[config.mk]
export PLATFORM = sky130hd
export DESIGN_NAME = dbus_arb_flat
export DESIGN_NICKNAME = d
export VERILOG_FILES = /design/src/rtl/dbus_arb_if.sv /design/src/rtl/dbus_arb.sv /design/src/flat_wrapper.sv
export SDC_FILE = /design/constraint.sdc
export NUM_CORES = 1
export LEC_CHECK = 0
export ABC_AREA = 1
export CAP_MARGIN = 25
export CORE_ASPECT_RATIO = 1.25
export CORE_MARGIN = 2
export CORE_UTILIZATION = 30
export DETAILED_ROUTE_END_ITERATION = 10
export DONT_BUFFER_PORTS = 1
export GPL_TIMING_DRIVEN = 0
export SLEW_MARGIN = 25
export SYNTH_ARGS = -nofsm -noshare
export SYNTH_HDL_FRONTEND = slang
export SYNTH_SLANG_ARGS = --single-unit
[constraint.sdc]
create_clock -name clk -period 1.9 [get_ports clk]
set_input_delay 0.475 -clock clk [delete_from_list [all_inputs] [get_ports clk]]
set_output_delay 0.475 -clock clk [all_outputs]
set_load 0.02 [all_outputs]
[src/rtl/dbus_arb_if.sv]
// rtl/dbus_arb_if.sv - master-side and slave-side bus interfaces for dbus_arb

interface dbus_arb_if #(
   parameter int DW = 16,
   parameter int AW = 16
);
   logic          req;
   logic          we;
   logic [AW-1:0] addr;
   logic [DW-1:0] din;
   logic          gnt;
   logic          rvld;
   logic [DW-1:0] dout;

   modport master (output req, we, addr, din, input gnt, rvld, dout);
   modport slave  (input req, we, addr, din, output gnt, rvld, dout);
endinterface

interface dbus_slv_if #(
   parameter int DW = 16,
   parameter int AW = 16
);
   logic [AW-1:0] addr;
   logic [DW-1:0] din;
   logic          we;
   logic [DW-1:0] dout;

   modport master (output addr, din, we, input dout);
   modport slave  (input addr, din, we, output dout);
endinterface

[src/rtl/dbus_arb.sv]
// rtl/dbus_arb.sv - two-master data bus arbiter, fixed priority with starvation counter
// (round-robin when DBUS_ARB_RR_EN is defined)

module dbus_arb #(
   parameter int DW       = 16,
   parameter int AW       = 16,
   parameter int MAX_WAIT = 4
) (
   input  logic        clk,
   input  logic        rst_n,
   dbus_arb_if.slave   m0,
   dbus_arb_if.slave   m1,
   dbus_slv_if.master  s
);
   logic pick0;
   logic g0;
   logic g1;
   logic rpend;
   logic rsel;
   logic rv0;
   logic rv1;

`ifdef DBUS_ARB_RR_EN
   // Set when m0 holds the most recent grant; reset 0 lets m0 win the first tie.
   logic last;

   always_comb begin
      pick0 = m0.req && (!m1.req || !last);
   end

   always_ff @(posedge clk or negedge rst_n) begin
      if (!rst_n)
         last <= 1'b0;
      else if (g0)
         last <= 1'b1;
      else if (g1)
         last <= 1'b0;
   end
`else
   localparam logic [3:0] MW = 4'(MAX_WAIT);
   logic [3:0] cnt;

   always_comb begin
      pick0 = m0.req && !(m1.req && (cnt == MW));
   end

   always_ff @(posedge clk or negedge rst_n) begin
      if (!rst_n)
         cnt <= 4'd0;
      else if (g1 || !m1.req)
         cnt <= 4'd0;
      else if (g0 && (cnt != MW))
         cnt <= cnt + 4'd1;
   end
`endif

   always_comb begin
      g0 = rst_n && pick0;
      g1 = rst_n && m1.req && !pick0;
   end

   always_comb begin
      s.we   = 1'b0;
      s.addr = '0;
      s.din  = '0;
      if (g0) begin
         s.we   = m0.we;
         s.addr = m0.addr;
         s.din  = m0.din;
      end else if (g1) begin
         s.we   = m1.we;
         s.addr = m1.addr;
         s.din  = m1.din;
      end
   end

   // Slave read path is registered, so the read owner is remembered for one cycle.
   always_ff @(posedge clk or negedge rst_n) begin
      if (!rst_n) begin
         rpend <= 1'b0;
         rsel  <= 1'b0;
      end else begin
         rpend <= (g0 && !m0.we) || (g1 && !m1.we);
         if (g0 || g1)
            rsel <= g1;
      end
   end

   always_comb begin
      rv0 = rpend && !rsel;
      rv1 = rpend && rsel;
   end

   assign m0.gnt  = g0;
   assign m1.gnt  = g1;
   assign m0.rvld = rv0;
   assign m1.rvld = rv1;
   assign m0.dout = rv0 ? s.dout : '0;
   assign m1.dout = rv1 ? s.dout : '0;

endmodule

[src/flat_wrapper.sv]
// flat-port wrapper written by rule: the top's interface ports become plain ports
module dbus_arb_flat 
#(
   parameter int DW       = 16,
   parameter int AW       = 16,
   parameter int MAX_WAIT = 4
)
  (clk, rst_n, m0_req, m0_we, m0_addr, m0_din, m0_gnt, m0_rvld, m0_dout, m1_req, m1_we, m1_addr, m1_din, m1_gnt, m1_rvld, m1_dout, s_addr, s_din, s_we, s_dout);
  dbus_arb_if #(.DW(DW), .AW(AW)) m0_i ();
  dbus_arb_if #(.DW(DW), .AW(AW)) m1_i ();
  dbus_slv_if #(.DW(DW), .AW(AW)) s_i ();
  input  logic clk;
  input  logic rst_n;
  input wire logic [$bits(m0_i.req)-1:0] m0_req;
  input wire logic [$bits(m0_i.we)-1:0] m0_we;
  input wire logic [$bits(m0_i.addr)-1:0] m0_addr;
  input wire logic [$bits(m0_i.din)-1:0] m0_din;
  output wire logic [$bits(m0_i.gnt)-1:0] m0_gnt;
  output wire logic [$bits(m0_i.rvld)-1:0] m0_rvld;
  output wire logic [$bits(m0_i.dout)-1:0] m0_dout;
  input wire logic [$bits(m1_i.req)-1:0] m1_req;
  input wire logic [$bits(m1_i.we)-1:0] m1_we;
  input wire logic [$bits(m1_i.addr)-1:0] m1_addr;
  input wire logic [$bits(m1_i.din)-1:0] m1_din;
  output wire logic [$bits(m1_i.gnt)-1:0] m1_gnt;
  output wire logic [$bits(m1_i.rvld)-1:0] m1_rvld;
  output wire logic [$bits(m1_i.dout)-1:0] m1_dout;
  output wire logic [$bits(s_i.addr)-1:0] s_addr;
  output wire logic [$bits(s_i.din)-1:0] s_din;
  output wire logic [$bits(s_i.we)-1:0] s_we;
  input wire logic [$bits(s_i.dout)-1:0] s_dout;
  assign m0_i.req = m0_req;
  assign m0_i.we = m0_we;
  assign m0_i.addr = m0_addr;
  assign m0_i.din = m0_din;
  assign m0_gnt = m0_i.gnt;
  assign m0_rvld = m0_i.rvld;
  assign m0_dout = m0_i.dout;
  assign m1_i.req = m1_req;
  assign m1_i.we = m1_we;
  assign m1_i.addr = m1_addr;
  assign m1_i.din = m1_din;
  assign m1_gnt = m1_i.gnt;
  assign m1_rvld = m1_i.rvld;
  assign m1_dout = m1_i.dout;
  assign s_addr = s_i.addr;
  assign s_din = s_i.din;
  assign s_we = s_i.we;
  assign s_i.dout = s_dout;
  dbus_arb #(.DW(DW), .AW(AW), .MAX_WAIT(MAX_WAIT)) u_core (.clk(clk), .rst_n(rst_n), .m0(m0_i), .m1(m1_i), .s(s_i));
endmodule
---- After elaboration in Yosys (flattened, before gate mapping) ----
Cells that the tools add are included.
storage, ports and cells
  register bits after elaboration ......... 6
  bits in latches ......................... 0
  memory bits (writable) .................. 0
  ROM bits ................................ 0
  memories ................................ 0
operators by class
  add/sub/neg operators ................... 1
  $mul .................................... 0
  divide/modulo/power cells ............... 0
  $lt $le $gt $ge ......................... 0
  eq/ne operators ......................... 2
  shift operators ......................... 0
  multiplexer cells ....................... 10
  bitwise logic cells ..................... 0
  reduce and logical (&&, ||, !) cells .... 20
operator list
  operator                                               count
  two-way mux 16 bit                                     6
  logical AND 1 bit                                      10
  two-way mux 4 bit                                      2
  zero test 1 bit                                        6
  adder 4 x 1 -> 4 bit, second input constant            1
  equality test 4 x 3 -> 1 bit, second input constant    1
  inequality test 4 x 3 -> 1 bit, second input constant  1
  logical OR 1 bit                                       3
  two-way mux 1 bit                                      2
  nonzero test 2 bit                                     1

---- Depth between registers and ports, before layout ----
Gate-level depths: netlist of the first run.
  word-level depth ........................ 8
  mapped depth ............................ 9
  gate-level depth less buffers ........... 9

---- Least setup slack after synthesis of the first run ----
No wires, ideal clock.
  kind .................................... flip-flop to output port
  start point ............................. reg u_core.cnt[0]
  end point ............................... out s_addr[13]
  arrival time ............................ 1403 ps
  data required time ...................... 1425 ps
  setup slack ............................. 22 ps
  stages on the path, launching flop included .. 8
  path through ............................ dfrtp_1 -> inv_1 -> ha_1 -> nand2_1 -> inv_1 -> nand2_4 -> nand3_4 -> o21ai_0
on the way
  longest elaborated chain between the ends .. 8
  elaborated cells between the ends (all ways) .. 9
  classes of those cells .................. eq/ne: 1; mux: 2; reduce/logical: 6
RTL lines
  element                           line                source
  start, declared                   dbus_arb.sv:41      logic [3:0] cnt;
  start signal, assigned            dbus_arb.sv:53      cnt <= cnt + 4'd1;
  equality test 4 x 3 -> 1 bit (*)  dbus_arb.sv:44      pick0 = m0.req && !(m1.req && (cnt == MW));
  logical AND 1 bit (*)             dbus_arb.sv:44
  zero test 1 bit (*)               dbus_arb.sv:44
  logical AND 1 bit (*)             dbus_arb.sv:44
  zero test 1 bit                   dbus_arb.sv:59      g1 = rst_n && m1.req && !pick0;
  logical AND 1 bit                 dbus_arb.sv:59
  two-way mux 16 bit                dbus_arb.sv:70      end else if (g1) begin
  two-way mux 16 bit (*)            dbus_arb.sv:66      if (g0) begin
  end, declared                     flat_wrapper.sv:28  output wire logic [$bits(s_i.addr)-1:0] s_addr;
Mark *: on every way between the ends. The rest lies on a longest branch, timed or not.

---- Final worst setup path of the first run ----
  start point ............................. reg u_core.cnt[0]
  end point ............................... out s_din[1]
on the way
  longest elaborated chain between the ends .. 8
  elaborated cells between the ends (all ways) .. 9
  classes of those cells .................. eq/ne: 1; mux: 2; reduce/logical: 6
RTL lines
  element                           line                source
  equality test 4 x 3 -> 1 bit (*)  dbus_arb.sv:44
  logical AND 1 bit (*)             dbus_arb.sv:44
  zero test 1 bit (*)               dbus_arb.sv:44
  logical AND 1 bit (*)             dbus_arb.sv:44
  zero test 1 bit                   dbus_arb.sv:59
  logical AND 1 bit                 dbus_arb.sv:59
  two-way mux 16 bit                dbus_arb.sv:70
  two-way mux 16 bit (*)            dbus_arb.sv:66
  end, declared                     flat_wrapper.sv:29  output wire logic [$bits(s_i.din)-1:0] s_din;
Marked as above.

==> results of run 1 <==
registers in the layout, summed over array words and instances (netlist names):
name          flops
u_core.rsel       1
u_core.rpend      1
u_core.cnt        4
worst reg2reg max path: stages (launching register included):
cell	delay (ps)
dfrtp_1	380
inv_2	80
ha_4	130
nand2_2	50
inv_2	60
nand2_4	60
nand3_4	100
buf_6	140
buf_6	100
clkinvlp_4	150
nor2_1	140
timing repair:
action                                 CTS  global route
gates resized for setup                 90            37
setup buffers                           10             1
hold buffers                             1             0
setup endpoints to repair               52            55
endpoints found under the hold margin    6             0
pin swaps                                6             5
cloned                                   3             1
Yosys cell counts:
cell      instances
buf_2             2
buf_4             2
buf_6             4
buf_8             3
clkbuf_1          1
dfrtp_1           6
ha_1              2
inv_1            61
inv_2             1
nand2_1          12
nand2_4           1
nand2_8           1
nand3_1          35
nand3_4           1
nand4_1           1
nor2_1           38
nor2_2            1
o21ai_0           5
o21ai_2          30
o22ai_1           1
xor2_1            1
power by group:
group,internal (uW),total (uW),leakage (uW),switching (uW)
Combinational,148,433,0.000836,285
Sequential,134,140,0.0000805,6.35
Clock,136,192,0.0000216,56.0
Total,418,765,0.000938,347
layout make-up:
cell class	instances	area (sq um)	area share, %
Multi-Input combinational cell	130	1270	59.9
Inverter	62	239	11.3
Timing Repair Buffer	14	181	8.58
Buffer	12	165	7.82
Sequential cell	6	150	7.10
Tap cell	56	70.1	3.32
Clock buffer	3	41.3	1.95
layer usage:
layer	global-route usage [%]	share of wire (%)	vias up	routed length (um)
li1	-	-	671	-
met1	15.3	32	626	1370
met2	35.5	58	116	2450
met3	2.72	9.1	4	387
met4	5.11	1.1	0	48
met5	0	0	-	0
through the flow:
stage               total power (uW)  instances
CTS                              743        282
detailed placement               426        265
global placement                 423        265
global route                     807        283
floorplan                        389        209
finish                           765        283
worst max path at each step:
stage,startpoint,end,depth (start not counted)
5_1_grt,u_core.cnt[1]$_DFFE_PN0P_,s_din[5],9
3_5_place_dp,u_core.cnt[0]$_DFFE_PN0P_,s_we,7
2_1_floorplan,u_core.cnt[0]$_DFFE_PN0P_,s_addr[13],7
6_report,u_core.cnt[0]$_DFFE_PN0P_,s_din[1],9
3_3_place_gp,u_core.cnt[0]$_DFFE_PN0P_,s_we,7
4_1_cts,u_core.cnt[1]$_DFFE_PN0P_,s_din[5],9
cell families after synthesis:
kind of cell / count (synthesis) / share of synthesized area, %
compound gates: 36 / 23.5
xor+xnor: 1 / 0.699
fa+ha+maj: 2 / 2.00
buf+inv: 74 / 28.0
flops: 6 / 12.0
simple gates: 90 / 33.8
==> reports/qor.yml, run 1 <==
outcome:
  status: "finished with violations"
  violations: "setup timing"
logic_synthesis:
  yosysTopAreaCell: "o21ai_2"
  synthDistinctLibCells: 21
  synth_cells: 209
  seq_area_frac_synth_pct: 12.0
  yosys_warnings: 0
  synthTopCellsByArea: "o21ai_2 21%, inv_1 18%, nand3_1 14%"
  syn_area_per_cell_sq_um: 6.00
  synth_area_sq_um: 1250
  synth_fp_nets: 297
  synth_top_area_share_pct: 21.0
  ys_ff_latch: 6
drt:
  vias: 1417
  dr.first_iter.drc_count: 6
  drc: 0
  wl_per_cell_um: 15.1
  drt_first_pass_iters: 4
  ant_nets: 0
  vias_per_cell: 5.01
  wl_um: 4260
clock_tree:
  cts_tree: "yes"
  htree_num_levels: 1
  cts.path.max_buffers: 2
  cts_buffers: 3
  cts.clk_slew.worst_paths_ps: 40
  cts-root-buf: "clkbuf_8"
  clock_sinks: 6
  clock_latency_ps: 220
floorplan:
  die_w_um: 61.8
  core_sq_um: 4070
  die_h_um: 76.3
  die_area_sq_um: 4720
  ios: 155
  rows: 26
  start_util_pct: 30.8
timing:
  tightest_slew_ps: 465
  finalClockSkew_ps: 4.61
  tns_ps: -4870
  timing.hold.ws_ps: 334
  hold_violations: 0
  period_minus_slack_ps: 2070
  setup_viol: 34
  slew_viol_final: 0
  rsz0062_at_grt: "true"
  relSlewSlack_pct: 68.8
  fin_ws_ps: -167
  fin_crit_sh_pct: 109
  clock.fmax_mhz: 484
placement:
  port_buffers: 0
  placed_area_sq_um: 1320
  hpwl_um: 3160
  dp_slack_ps: -193
  finalWeightedCongestion: 0.747
finish:
  layout-drive-gt1-share_pct: 52.4
  final_cell_area_sq_um: 2110
  antenna_cells: 0
  final_cell_mix: "55 x inv_1, 25 x o21ai_4, 21 x nand3_2, 18 x nor2_1, 17 x nor2_4"
  final_core_util_pct: 52.0
  layout_commonest_cell: "inv_1"
  fillerInstances: 361
  area_growth_pct: 68.6
  final_nets: 317
global_routing:
  grt_max_degree: 11
  track_usage_pct: 17.2
  grt_pass1_vias: 1397
  antenna_found_initial: 0
  grt_pass1_wl_um: 6270
  grt_overflow: 0
power_and_ir_drop:
  power_density_nw_per_um2: 362
  power.leakage_uw: 0.000938
  ir_drop_v: 0.000205
hold_path:
  holdPathStages: 1
  hold_path_class: "input pin to flip-flop"
  hold_start: "m0_we"
  min_to: "u_core.rpend$_DFF_PN0_"
setup_path:
  worstPathArrival_ps: 1590
  worst-path-buf-inv: 4
  startpoint_type: "flip-flop"
  worstSetupPathType: "flip-flop to output pin"
  crit_slowest_cell: "dfrtp_1"
  rr_worst_depth: 10
  end_kind: "output pin"
  reg2reg_to: "u_core.rsel$_DFFE_PN0P_"
  reg2reg_from: "u_core.cnt[0]$_DFFE_PN0P_"
  crit_path_max_fanout: 5
  cpLargestDelayFamily: "buffers and inverters"
  path_cells: "inv_2, ha_4, nand2_2, inv_2, nand2_4, nand3_4, buf_12, buf_12, o21ai_2"
  r2r_slack_ps: 430
  max_stage_delay_ps: 350
  cp_data_required_time_ps: 1420
flow_run:
  max_cap_violations: 0
No activity file was read; power rests on OpenSTA's default activity.
==> inputs of run 2 (changes only) <==
==> constraint.sdc (replaced) <==
create_clock -name clk -period 2.1 [get_ports clk]
set_input_delay 0.525 -clock clk [delete_from_list [all_inputs] [get_ports clk]]
set_output_delay 0.525 -clock clk [all_outputs]
set_load 0.02 [all_outputs]
==> reports/qor.yml, run 2 (synthesis gave the netlist of run 1 again) <==
setup_path:
  startpoint_type: "flip-flop"  # unchanged
  path_cells: "inv_2, ha_4, nand2_2, inv_2, nand2_4, nand3_4, buf_12, buf_12, o21ai_2"  # unchanged
  worstPathArrival_ps: 1580  # was 1590 ps
  reg2reg_to: "u_core.rsel$_DFFE_PN0P_"  # unchanged
  max_stage_delay_ps: 350  # about the same
  reg2reg_from: "u_core.cnt[0]$_DFFE_PN0P_"  # unchanged
  end_kind: "output pin"  # unchanged
  rr_worst_depth: 10  # unchanged
  worstSetupPathType: "flip-flop to output pin"  # unchanged
  crit_path_max_fanout: 5  # unchanged
  r2r_slack_ps: 650  # was 430 ps
  cp_data_required_time_ps: 1570  # was 1420 ps
  cp-startpoint: "u_core.cnt[0]$_DFFE_PN0P_"  # unchanged
  crit_slowest_cell: "dfrtp_1"  # unchanged
  crit_path_end: "s_din[1]"  # unchanged
finish:
  largest_register_ffs: 4  # unchanged
  final_cell_mix: "57 x inv_1, 27 x o21ai_4, 25 x nand3_2, 18 x nor2_1"  # was 55 x inv_1, 25 x o21ai_4, 21 x nand3_2, 18 x nor2_1, 17 x nor2_4
  top_register: "u_core.cnt"  # unchanged
  layout_commonest_cell: "inv_1"  # unchanged
  antenna_cells: 0  # unchanged
  final_nets: 316  # was 317
  area_growth_pct: 61.4  # was 68.6%
  layout-drive-gt1-share_pct: 51.8  # was 52.4%
  final_cell_area_sq_um: 2020  # was 2110 sq um
  top_regs: "u_core.cnt (4), u_core.rpend (1), u_core.rsel (1)"  # unchanged
drt:
  ant_nets: 0  # unchanged
  vias: 1416  # was 1417
  vias_per_cell: 5.02  # was 5.01
  wl_per_cell_um: 14.7  # was 15.1 um
  wl_um: 4130  # was 4260 um
  drt_first_pass_iters: 4  # unchanged
  dr.first_iter.drc_count: 8  # was 6
  drc: 0  # unchanged
timing:
  rsz0062_at_grt: "true"  # unchanged
  tns_ps: -34.1  # was -4870 ps
  tightest_slew_ps: 462  # was 465 ps
  timing.hold.ws_ps: 384  # was 334 ps
  fin_crit_sh_pct: 100
  finalClockSkew_ps: 2.73  # was 4.61 ps
  fin_ws_ps: -9.47  # was -167 ps
  hold_violations: 0  # unchanged
  slew_viol_final: 0  # unchanged
  setup_viol: 7  # was 34
  clock.fmax_mhz: 474
  relSlewSlack_pct: 69.0  # was 68.8%
  period_minus_slack_ps: 2110
hold_path:
  hold_path_class: "input pin to flip-flop"  # unchanged
  hold_start: "m0_we"  # unchanged
global_routing:
  antenna_found_initial: 0  # unchanged
  grt_max_degree: 11  # unchanged
  track_usage_pct: 16.5  # was 17.2%
  grt_pass1_wl_um: 6030  # was 6270 um
  grt_pass1_vias: 1356  # was 1397
  grt_overflow: 0  # unchanged
clock_tree:
  cts_tree: "yes"  # unchanged
  htree_num_levels: 1  # unchanged
  clock_sinks: 6  # unchanged
  clock_latency_ps: 220  # about the same
  cts_buffers: 3  # unchanged
  cts.clk_slew.worst_paths_ps: 40  # about the same
  cts-root-buf: "clkbuf_8"  # unchanged
  cts.path.max_buffers: 2  # unchanged
floorplan:
  core_sq_um: 4070  # unchanged
  die_area_sq_um: 4720  # unchanged
  rows: 26  # unchanged
  die_w_um: 61.8  # unchanged
  die_h_um: 76.3  # unchanged
  ios: 155  # unchanged
  start_util_pct: 30.8  # unchanged
outcome:
  violations: "setup timing"  # unchanged
  status: "finished with violations"  # unchanged
placement:
  finalWeightedCongestion: 0.747  # unchanged
  dp_slack_ps: -42.6  # was -193 ps
  placed_area_sq_um: 1320  # unchanged
  hpwl_um: 3160  # unchanged
  port_buffers: 0  # unchanged
power_and_ir_drop:
  power_density_nw_per_um2: 333  # was 362 nW/um^2
  power.leakage_uw: 0.000919  # was 0.000938 uW
  ir_drop_v: 0.000185  # was 0.000205 V
flow_run:
  max_cap_violations: 0  # unchanged
run 2: changes by cell type in the layout (fill, tap and decap cells not counted), sizes merged:
cell / delta
nand2: -1
buf: -1
clkbuf: +1
run 2: critical path: cells and delay by family (launching register included):
kind | cells | cell delay, ps
adders and majority gates | 1 | 150
and+or+nand+nor | 3 | 240
buffers and inverters | 4 | 390
AOI/OAI and AO/OA | 1 | 240
DFF | 1 | 350
run 2: cell type report:
type	count	area [sq um]
flip-flops and latches	6	150
clock buffers	3	41.3
well taps	56	70.1
plain buffers	12	161
inverters	62	236
fillers	364	2040
repair buffers	14	158
multi-input cells	129	1210
run 2: stage by stage:
stage	cells	util [%]	power, uW
CTS	280	45.2	648
finish	282	49.8	674
global placement	265	32.6	383
global route	282	49.8	714
floorplan	209	-	352
detailed placement	265	32.6	385
run 2: routing by layer:
metal / global-route usage [%] / up-vias / part of all wire (%)
li1: - / 672 / -
met4: 5.11 / 0 / 1.1
met5: 0 / - / 0
met2: 33.2 / 114 / 56
met1: 15.2 / 626 / 33
met3: 2.89 / 4 / 9.4
run 2: what timing repair did:
action	in CTS	in global routing
hold buffers	1	0
endpoints found under the setup margin	43	51
cloned	1	1
pin swaps	6	6
endpoints found under the hold margin	6	0
resized for setup	65	46
setup buffers	10	2
run 2: how the worst min path moves through the flow:
stage	to	depth (start not counted)	slack, ps
after floorplan	u_core.cnt[0]$_DFFE_PN0P_	0	230
after global placement	u_core.cnt[3]$_DFFE_PN0P_	0	230
after detailed placement	u_core.cnt[2]$_DFFE_PN0P_	0	230
after CTS	u_core.rpend$_DFF_PN0_	1	390
after global routing	u_core.rpend$_DFF_PN0_	1	380
final	u_core.rpend$_DFF_PN0_	1	380
run 2: report_power, final:
group	switching (uW)	internal, uW	total, uW
sequential	5.07	121	126
clock	48.9	123	172
combinational	250	126	376
